$ cat src/rtl/mbt_level_walker_if.sv
// mbt_level_walker_if: search request/result, node memory and matcher array signals of the level walker
//   slave  (walker): start, tag_in, mem_rdata, mat_n in; busy, done, found, result_tag, miss_level,
//                    mem_rd_en, mem_addr, mat_d, mat_m out
//   master (caller/memory/matcher side): the opposite directions
interface mbt_level_walker_if #(
  parameter int LEVELS  = 3,
  parameter int DIGIT_W = 2,
  parameter int ADDR_W  = 8
);
  localparam int F  = 2 ** DIGIT_W;
  localparam int TW = LEVELS * DIGIT_W;
  localparam int MW = LEVELS > 1 ? $clog2(LEVELS) : 1;
  logic              start;
  logic [TW-1:0]     tag_in;
  logic              busy;
  logic              done;
  logic              found;
  logic [TW-1:0]     result_tag;
  logic [MW-1:0]     miss_level;
  logic              mem_rd_en;
  logic [ADDR_W-1:0] mem_addr;
  logic [F+ADDR_W-1:0] mem_rdata;
  logic [F-1:0]      mat_d;
  logic [F-1:0]      mat_m;
  logic [F-1:0]      mat_n;
  modport slave (
    input  start, tag_in, mem_rdata, mat_n,
    output busy, done, found, result_tag, miss_level, mem_rd_en, mem_addr, mat_d, mat_m
  );
  modport master (
    output start, tag_in, mem_rdata, mat_n,
    input  busy, done, found, result_tag, miss_level, mem_rd_en, mem_addr, mat_d, mat_m
  );
endinterface

$ cat src/rtl/mbt_level_walker.sv
// mbt_level_walker: walks the multibit tree root-down to find the smallest stored tag >= the search tag
//   clk, rst_n : clock, asynchronous active-low reset
//   bus        : start/tag_in request, busy/done/found/result_tag/miss_level result,
//                mem_rd_en/mem_addr/mem_rdata node memory, mat_d/mat_m/mat_n matcher array
module mbt_level_walker #(
  parameter int LEVELS    = 3,
  parameter int DIGIT_W   = 2,
  parameter int ADDR_W    = 8,
  parameter int ROOT_ADDR = 0
) (
  input logic clk,
  input logic rst_n,
  mbt_level_walker_if.slave bus
);
  localparam int F  = 2 ** DIGIT_W;
  localparam int TW = LEVELS * DIGIT_W;
  localparam int MW = LEVELS > 1 ? $clog2(LEVELS) : 1;
  typedef enum logic [1:0] {IDLE, ISSUE, EVAL, DONE} state_t;
  state_t            state_q, state_d;
  logic [TW-1:0]     tag_q, tag_d, res_q, res_d, rtag_q, rtag_d, res_w;
  logic [ADDR_W-1:0] addr_q, addr_d;
  logic [MW-1:0]     lvl_q, lvl_d, mlvl_q, mlvl_d;
  logic              exact_q, exact_d, found_q, found_d;
  logic [DIGIT_W-1:0] dig, idx;
  logic [F-1:0]      mat_d, mat_m;
  int                sh;
  // level 0 digit sits in the MSBs, so deeper levels shift toward bit 0
  assign sh  = (LEVELS - 1 - int'(lvl_q)) * DIGIT_W;
  assign dig = tag_q[sh +: DIGIT_W];
  // lowest marked child wins: it is the smallest present child >= the driven digit
  always_comb begin
    idx = '0;
    for (int i = F - 1; i >= 0; i--) if (bus.mat_n[i]) idx = DIGIT_W'(i);
  end
  always_comb begin
    res_w = res_q;
    res_w[sh +: DIGIT_W] = idx;
  end
  always_comb begin
    state_d = state_q;
    tag_d   = tag_q;
    addr_d  = addr_q;
    lvl_d   = lvl_q;
    exact_d = exact_q;
    res_d   = res_q;
    found_d = found_q;
    rtag_d  = rtag_q;
    mlvl_d  = mlvl_q;
    mat_d   = '0;
    mat_m   = '0;
    case (state_q)
      IDLE: if (bus.start) begin
        state_d = ISSUE;
        tag_d   = bus.tag_in;
        addr_d  = ADDR_W'(ROOT_ADDR);
        lvl_d   = '0;
        exact_d = 1'b1;
        res_d   = '0;
      end
      ISSUE: state_d = EVAL;
      EVAL: begin
        mat_m = bus.mem_rdata[F-1:0];
        // once a strictly greater digit was taken, every lower level just wants its minimum child
        mat_d = exact_q ? F'(1) << dig : F'(1);
        if (bus.mat_n == '0) begin
          state_d = DONE;
          found_d = 1'b0;
          rtag_d  = '0;
          mlvl_d  = lvl_q;
        end else begin
          res_d   = res_w;
          exact_d = exact_q && (idx == dig);
          if (lvl_q == MW'(LEVELS - 1)) begin
            state_d = DONE;
            found_d = 1'b1;
            rtag_d  = res_w;
            mlvl_d  = '0;
          end else begin
            state_d = ISSUE;
            addr_d  = bus.mem_rdata[F +: ADDR_W] + ADDR_W'(idx);
            lvl_d   = lvl_q + MW'(1);
          end
        end
      end
      default: state_d = IDLE;
    endcase
  end
  always_ff @(posedge clk or negedge rst_n) begin
    if (!rst_n) begin
      state_q <= IDLE;
      tag_q   <= '0;
      addr_q  <= '0;
      lvl_q   <= '0;
      exact_q <= 1'b0;
      res_q   <= '0;
      found_q <= 1'b0;
      rtag_q  <= '0;
      mlvl_q  <= '0;
    end else begin
      state_q <= state_d;
      tag_q   <= tag_d;
      addr_q  <= addr_d;
      lvl_q   <= lvl_d;
      exact_q <= exact_d;
      res_q   <= res_d;
      found_q <= found_d;
      rtag_q  <= rtag_d;
      mlvl_q  <= mlvl_d;
    end
  end
  assign bus.busy       = state_q != IDLE;
  assign bus.done       = state_q == DONE;
  assign bus.found      = found_q;
  assign bus.result_tag = rtag_q;
  assign bus.miss_level = mlvl_q;
  assign bus.mem_rd_en  = state_q == ISSUE;
  assign bus.mem_addr   = addr_q;
  assign bus.mat_d      = mat_d;
  assign bus.mat_m      = mat_m;
endmodule

$ cat src/flat_wrapper.sv
// flat-port wrapper written by rule: the top's interface ports become plain ports
module mbt_level_walker_flat 
#(
  parameter int LEVELS    = 3,
  parameter int DIGIT_W   = 2,
  parameter int ADDR_W    = 8,
  parameter int ROOT_ADDR = 0
)
  (clk, rst_n, bus_start, bus_tag_in, bus_mem_rdata, bus_mat_n, bus_busy, bus_done, bus_found, bus_result_tag, bus_miss_level, bus_mem_rd_en, bus_mem_addr, bus_mat_d, bus_mat_m);
  mbt_level_walker_if #(.LEVELS(LEVELS), .DIGIT_W(DIGIT_W), .ADDR_W(ADDR_W)) bus_i ();
  input logic clk;
  input logic rst_n;
  input wire logic [$bits(bus_i.start)-1:0] bus_start;
  input wire logic [$bits(bus_i.tag_in)-1:0] bus_tag_in;
  input wire logic [$bits(bus_i.mem_rdata)-1:0] bus_mem_rdata;
  input wire logic [$bits(bus_i.mat_n)-1:0] bus_mat_n;
  output wire logic [$bits(bus_i.busy)-1:0] bus_busy;
  output wire logic [$bits(bus_i.done)-1:0] bus_done;
  output wire logic [$bits(bus_i.found)-1:0] bus_found;
  output wire logic [$bits(bus_i.result_tag)-1:0] bus_result_tag;
  output wire logic [$bits(bus_i.miss_level)-1:0] bus_miss_level;
  output wire logic [$bits(bus_i.mem_rd_en)-1:0] bus_mem_rd_en;
  output wire logic [$bits(bus_i.mem_addr)-1:0] bus_mem_addr;
  output wire logic [$bits(bus_i.mat_d)-1:0] bus_mat_d;
  output wire logic [$bits(bus_i.mat_m)-1:0] bus_mat_m;
  assign bus_i.start = bus_start;
  assign bus_i.tag_in = bus_tag_in;
  assign bus_i.mem_rdata = bus_mem_rdata;
  assign bus_i.mat_n = bus_mat_n;
  assign bus_busy = bus_i.busy;
  assign bus_done = bus_i.done;
  assign bus_found = bus_i.found;
  assign bus_result_tag = bus_i.result_tag;
  assign bus_miss_level = bus_i.miss_level;
  assign bus_mem_rd_en = bus_i.mem_rd_en;
  assign bus_mem_addr = bus_i.mem_addr;
  assign bus_mat_d = bus_i.mat_d;
  assign bus_mat_m = bus_i.mat_m;
  mbt_level_walker #(.LEVELS(LEVELS), .DIGIT_W(DIGIT_W), .ADDR_W(ADDR_W), .ROOT_ADDR(ROOT_ADDR)) u_core (.clk(clk), .rst_n(rst_n), .bus(bus_i));
endmodule
$ cat config.mk
export PLATFORM = sky130hd
export DESIGN_NAME = mbt_level_walker_flat
export DESIGN_NICKNAME = d
export VERILOG_FILES = /design/src/rtl/mbt_level_walker_if.sv /design/src/rtl/mbt_level_walker.sv /design/src/flat_wrapper.sv
export SDC_FILE = /design/constraint.sdc
export NUM_CORES = 1
export LEC_CHECK = 0
export BUFFER_PORTS_ARGS = -buffer_cell sky130_fd_sc_hd__buf_2
export CAP_MARGIN = 20
export CORE_ASPECT_RATIO = 1.25
export CORE_MARGIN = 5
export CORE_UTILIZATION = 40
export CTS_CLUSTER_SIZE = 8
export DETAILED_ROUTE_END_ITERATION = 10
export PLACE_DENSITY = 0.68
export SYNTH_ARGS = -nofsm -noshare
export SYNTH_HDL_FRONTEND = slang
export SYNTH_SLANG_ARGS = --single-unit
$ cat constraint.sdc
create_clock -name clk -period 6.2 [get_ports clk]
set_input_delay 0.62 -clock clk [delete_from_list [all_inputs] [get_ports clk]]
set_output_delay 0.62 -clock clk [all_outputs]
set_load 0.01 [all_outputs]
==> impl_results.md <==
* RR Endpoint: u_core.bus.result_tag[5]$_DFFE_PN0P_
* Placeable core area at 4425 µm²
* Async S/R FF share, synth at 1.000
* Die area at 6056 µm²
* Synthesis-to-layout area growth at 21.66%
* CP top delay family: adder cells
* Critical Path End Type: primary output
* Unrepaired setup endpoints after global routing: false
* Worst skew pair latency at 0.28 ns
* Syn Inst Count at between 150 and 200
* Crit path required time at 5.58 ns
* Post-Layout Inst Area at 2235 µm²
* Critical Path AT at 2.39 ns
* Hold-fix buffers, CTS at 0
* DR top layer: met4
* Critical path launch point type: flip-flop
* Slew @ Worst Pin at 0.7496 ns
* Initial antenna violation count at 0
* Synthesized cell area at approximately 1800 µm²
* Final Critical Period at 3.007 ns
* Share of cells above drive strength 1 at 0.3303
* #FFs+latches synth at 34
* Total CTS buffers at 5
* Met1 wire length at ~1.7 mm
* DR WL met3 at 345 µm
* IO Pins at between 50 and 60
* Synth Area in Simple Gates at 0.1792
* DP Wirelength at 3.084 mm
* Buffers & Inverters on Critical Path at 2
* Initial drt markers at 39
* CTS root buffer: clkbuf_8
* Total power at 0.0009301 W
* Global-route wire length before repair at about 7.0 mm
* Gr usage total at 0.1473
* R2R Path Start: u_core.lvl_q[0]$_DFFE_PN0P_
* Routed length per instance at 14.53 µm
* Remaining global-route overflow at 0
* Combinational family with the most area after synthesis: compound AO/OA/AOI/OAI gates
* Post-synth EDFFs at 0
* CP Cell Sequence: inv_1, ha_1, a21boi_0, a211o_1, nor3_1, buf_2
* Final setup TNS at 0 ns
* Post-synthesis cell type count at 38
* Clock Sinks at 34
* Vias in the first global route at 1502
* Slowest stage delay, CP at 0.50 ns
* Post-CTS Resized at 0
* Slowest CP cell: ha_1
* Final Hold Viols at 0
* Drt total wl at between 4 and 5 mm
* # setup viols final at 0
* Status: finished, final reports clean
* Gpl congestion at 0.7193
* Initial Util at 0.4150
* Final period util at 0.4851
* Pin count of the biggest net entering global routing at 35
* Crit path launch: u_core.lvl_q[0]$_DFFE_PN0P_
* Die height at approximately 86 µm
* Critical path class: reg -> out
* Synth Area in Compound Gates at 0.1798
* Leakage at 1.154 nW
* Synth Flop Type: dfrtp_1
* Syn_area_per_cell at 11.20 µm²
* Pre-antenna DRT Iters at 4
* Post-synthesis mux area share at 0.05381
* Row count at 27
* Final nets at ~250
* Vias/cell at between 5 and 6
* Max clock buf depth at 2
* MaxCap Viol Count at 0
* DRC at 0
* Setup Skew at 0.002062 ns
* TritonCTS clock tree: yes
* Syn_nets at between 150 and 200
* Clock transition at path regs at 0.07 ns
* Post-CTS Setup Repair Bufs at 0
* CP max FO at 8
* Vias at 1438
* Final antenna diode count at 0
* DIE WIDTH at about 71 µm
* Seq/Total Area, Yosys at 0.4632
* Ys Warns at 0
* Routed Antenna Nets at 0
* Hold Path Class: in -> async
* Reg2Reg Setup Slack at 3.94 ns
* Worst Reg-to-Reg Cells at 7
* Max-slew violation count at 0
* Xor and xnor area share after synthesis at 0.05177
* Placed inst area at 2140 µm²
* Power Density at around 420 nW/µm²
* Peak VDD IR at approximately 0.17 mV
* Max Clk Rate at between 300 and 400 MHz
* Worst slew margin at 0.5003
* Max H-tree Level at 2
* Post-Synth Adder-Cell Area at 0.04768
* Buffers on Ports at 52
* Met2 routed WL at around 1.9 mm
logic make-up after synthesis:
group / Yosys count
and+or+nand+nor: 56
AOI/OAI and AO/OA: 41
DFF: 34
xor gates and xnor gates: 10
muxes: 9
buffers and inverters: 7
adders and majority gates: 7
how the worst max path moves through the flow:
| stage | endpoint | cells past startpoint | slack [ns] |
|---|---|---|---|
| after floorplan | bus_mat_d[1] | 6 | 3.77 |
| after CTS | bus_mat_d[3] | 6 | 3.21 |
| after global placement | bus_mat_d[3] | 6 | 3.60 |
| after global routing | bus_mat_d[3] | 6 | 3.09 |
| final | bus_mat_d[3] | 6 | 3.19 |
| after detailed placement | bus_mat_d[3] | 6 | 3.55 |
cells in the final DEF (no fill, tap or decap), drive strengths merged, types with 3 or more instances in the layout:
cell,synthesis,final
buf,3,52
and2,5,5
xnor2,6,6
a21oi,11,11
inv,3,3
nand2b,3,3
xor2,4,4
nor2b,8,8
nand2,7,7
a21o,6,6
nor3,3,3
nor2,18,18
dfrtp,34,34
ha,7,7
clkbuf,0,6
a22o,17,17
mux2,7,7
per-stage QoR:
stage	hold WS, ns	setup slack, ns	instances	util
final	0.3925	3.193	279	0.5049
after global routing	0.4668	3.093	279	0.5049
after CTS	0.4234	3.215	279	0.5049
after detailed placement	0.4579	3.548	271	0.4835
after global placement	0.4501	3.598	271	0.4835
after floorplan	0.3244	3.768	164	-
registers in the layout (all words and copies together) (netlist names), 2 cells and up:
signal and flops:
u_core.bus.mem_addr 8, u_core.bus.miss_level 2, u_core.bus.result_tag 6, u_core.lvl_q 2
u_core.res_q 6, u_core.state_q 2, u_core.tag_q 6
cell usage after synthesis (2+ instances only):
master / count / area, µm²
dfrtp_1: 34 / 850.8
a22o_1: 17 / 148.9
nor2_1: 16 / 60.06
a21oi_1: 10 / 50.05
nor2b_1: 8 / 50.05
ha_1: 7 / 87.58
a21o_1: 6 / 45.04
mux2_1: 6 / 67.56
xnor2_1: 6 / 52.55
and2_1: 5 / 31.28
nand2_1: 5 / 18.77
inv_1: 3 / 11.26
nand2b_1: 3 / 18.77
xor2_1: 3 / 26.28
a211o_1: 2 / 17.52
a21boi_0: 2 / 15.01
buf_6: 2 / 22.52
mux2i_1: 2 / 20.02
nand2_2: 2 / 12.51
nand3b_1: 2 / 15.01
nand4_1: 2 / 12.51
nor2_4: 2 / 22.52
nor3_2: 2 / 20.02
nor3b_1: 2 / 15.01
or2_1: 2 / 12.51
worst register-to-register path: cells and delay by family (launching register included):
family                   cells  cell delay [ns]
AND/OR/NAND/NOR              2             0.51
buffers and inverters        1             0.22
XOR/XNOR                     1             0.18
adder cells (fa/ha/maj)      1             0.57
AO/OA/AOI/OAI                2             0.25
flip-flops                   1             0.47
area by class of cell:
class	instances	area, µm²
multi-input combinational	123	940.9
clock inverter	2	12.51
tap	58	72.57
sequential	34	850.8
fill	436	2191
timing repair buffer	52	260.3
inverter	4	15.01
clock buffer	6	82.58
where the power goes:
part           switching (W)  internal [W]  leakage (nW)  total, W
logic               0.000230      0.000181         0.663  0.000410
registers          0.0000517      0.000298         0.443  0.000350
clock network      0.0000809     0.0000892        0.0472  0.000170
total               0.000363      0.000568          1.15  0.000930
routing by layer:
metal	up-vias	GRT usage
li1	699	-
met1	675	0.1747
met2	57	0.2411
met3	7	0.05041
met4	0	0.06667
met5	-	0
No activity file was read; power rests on OpenSTA's default activity.
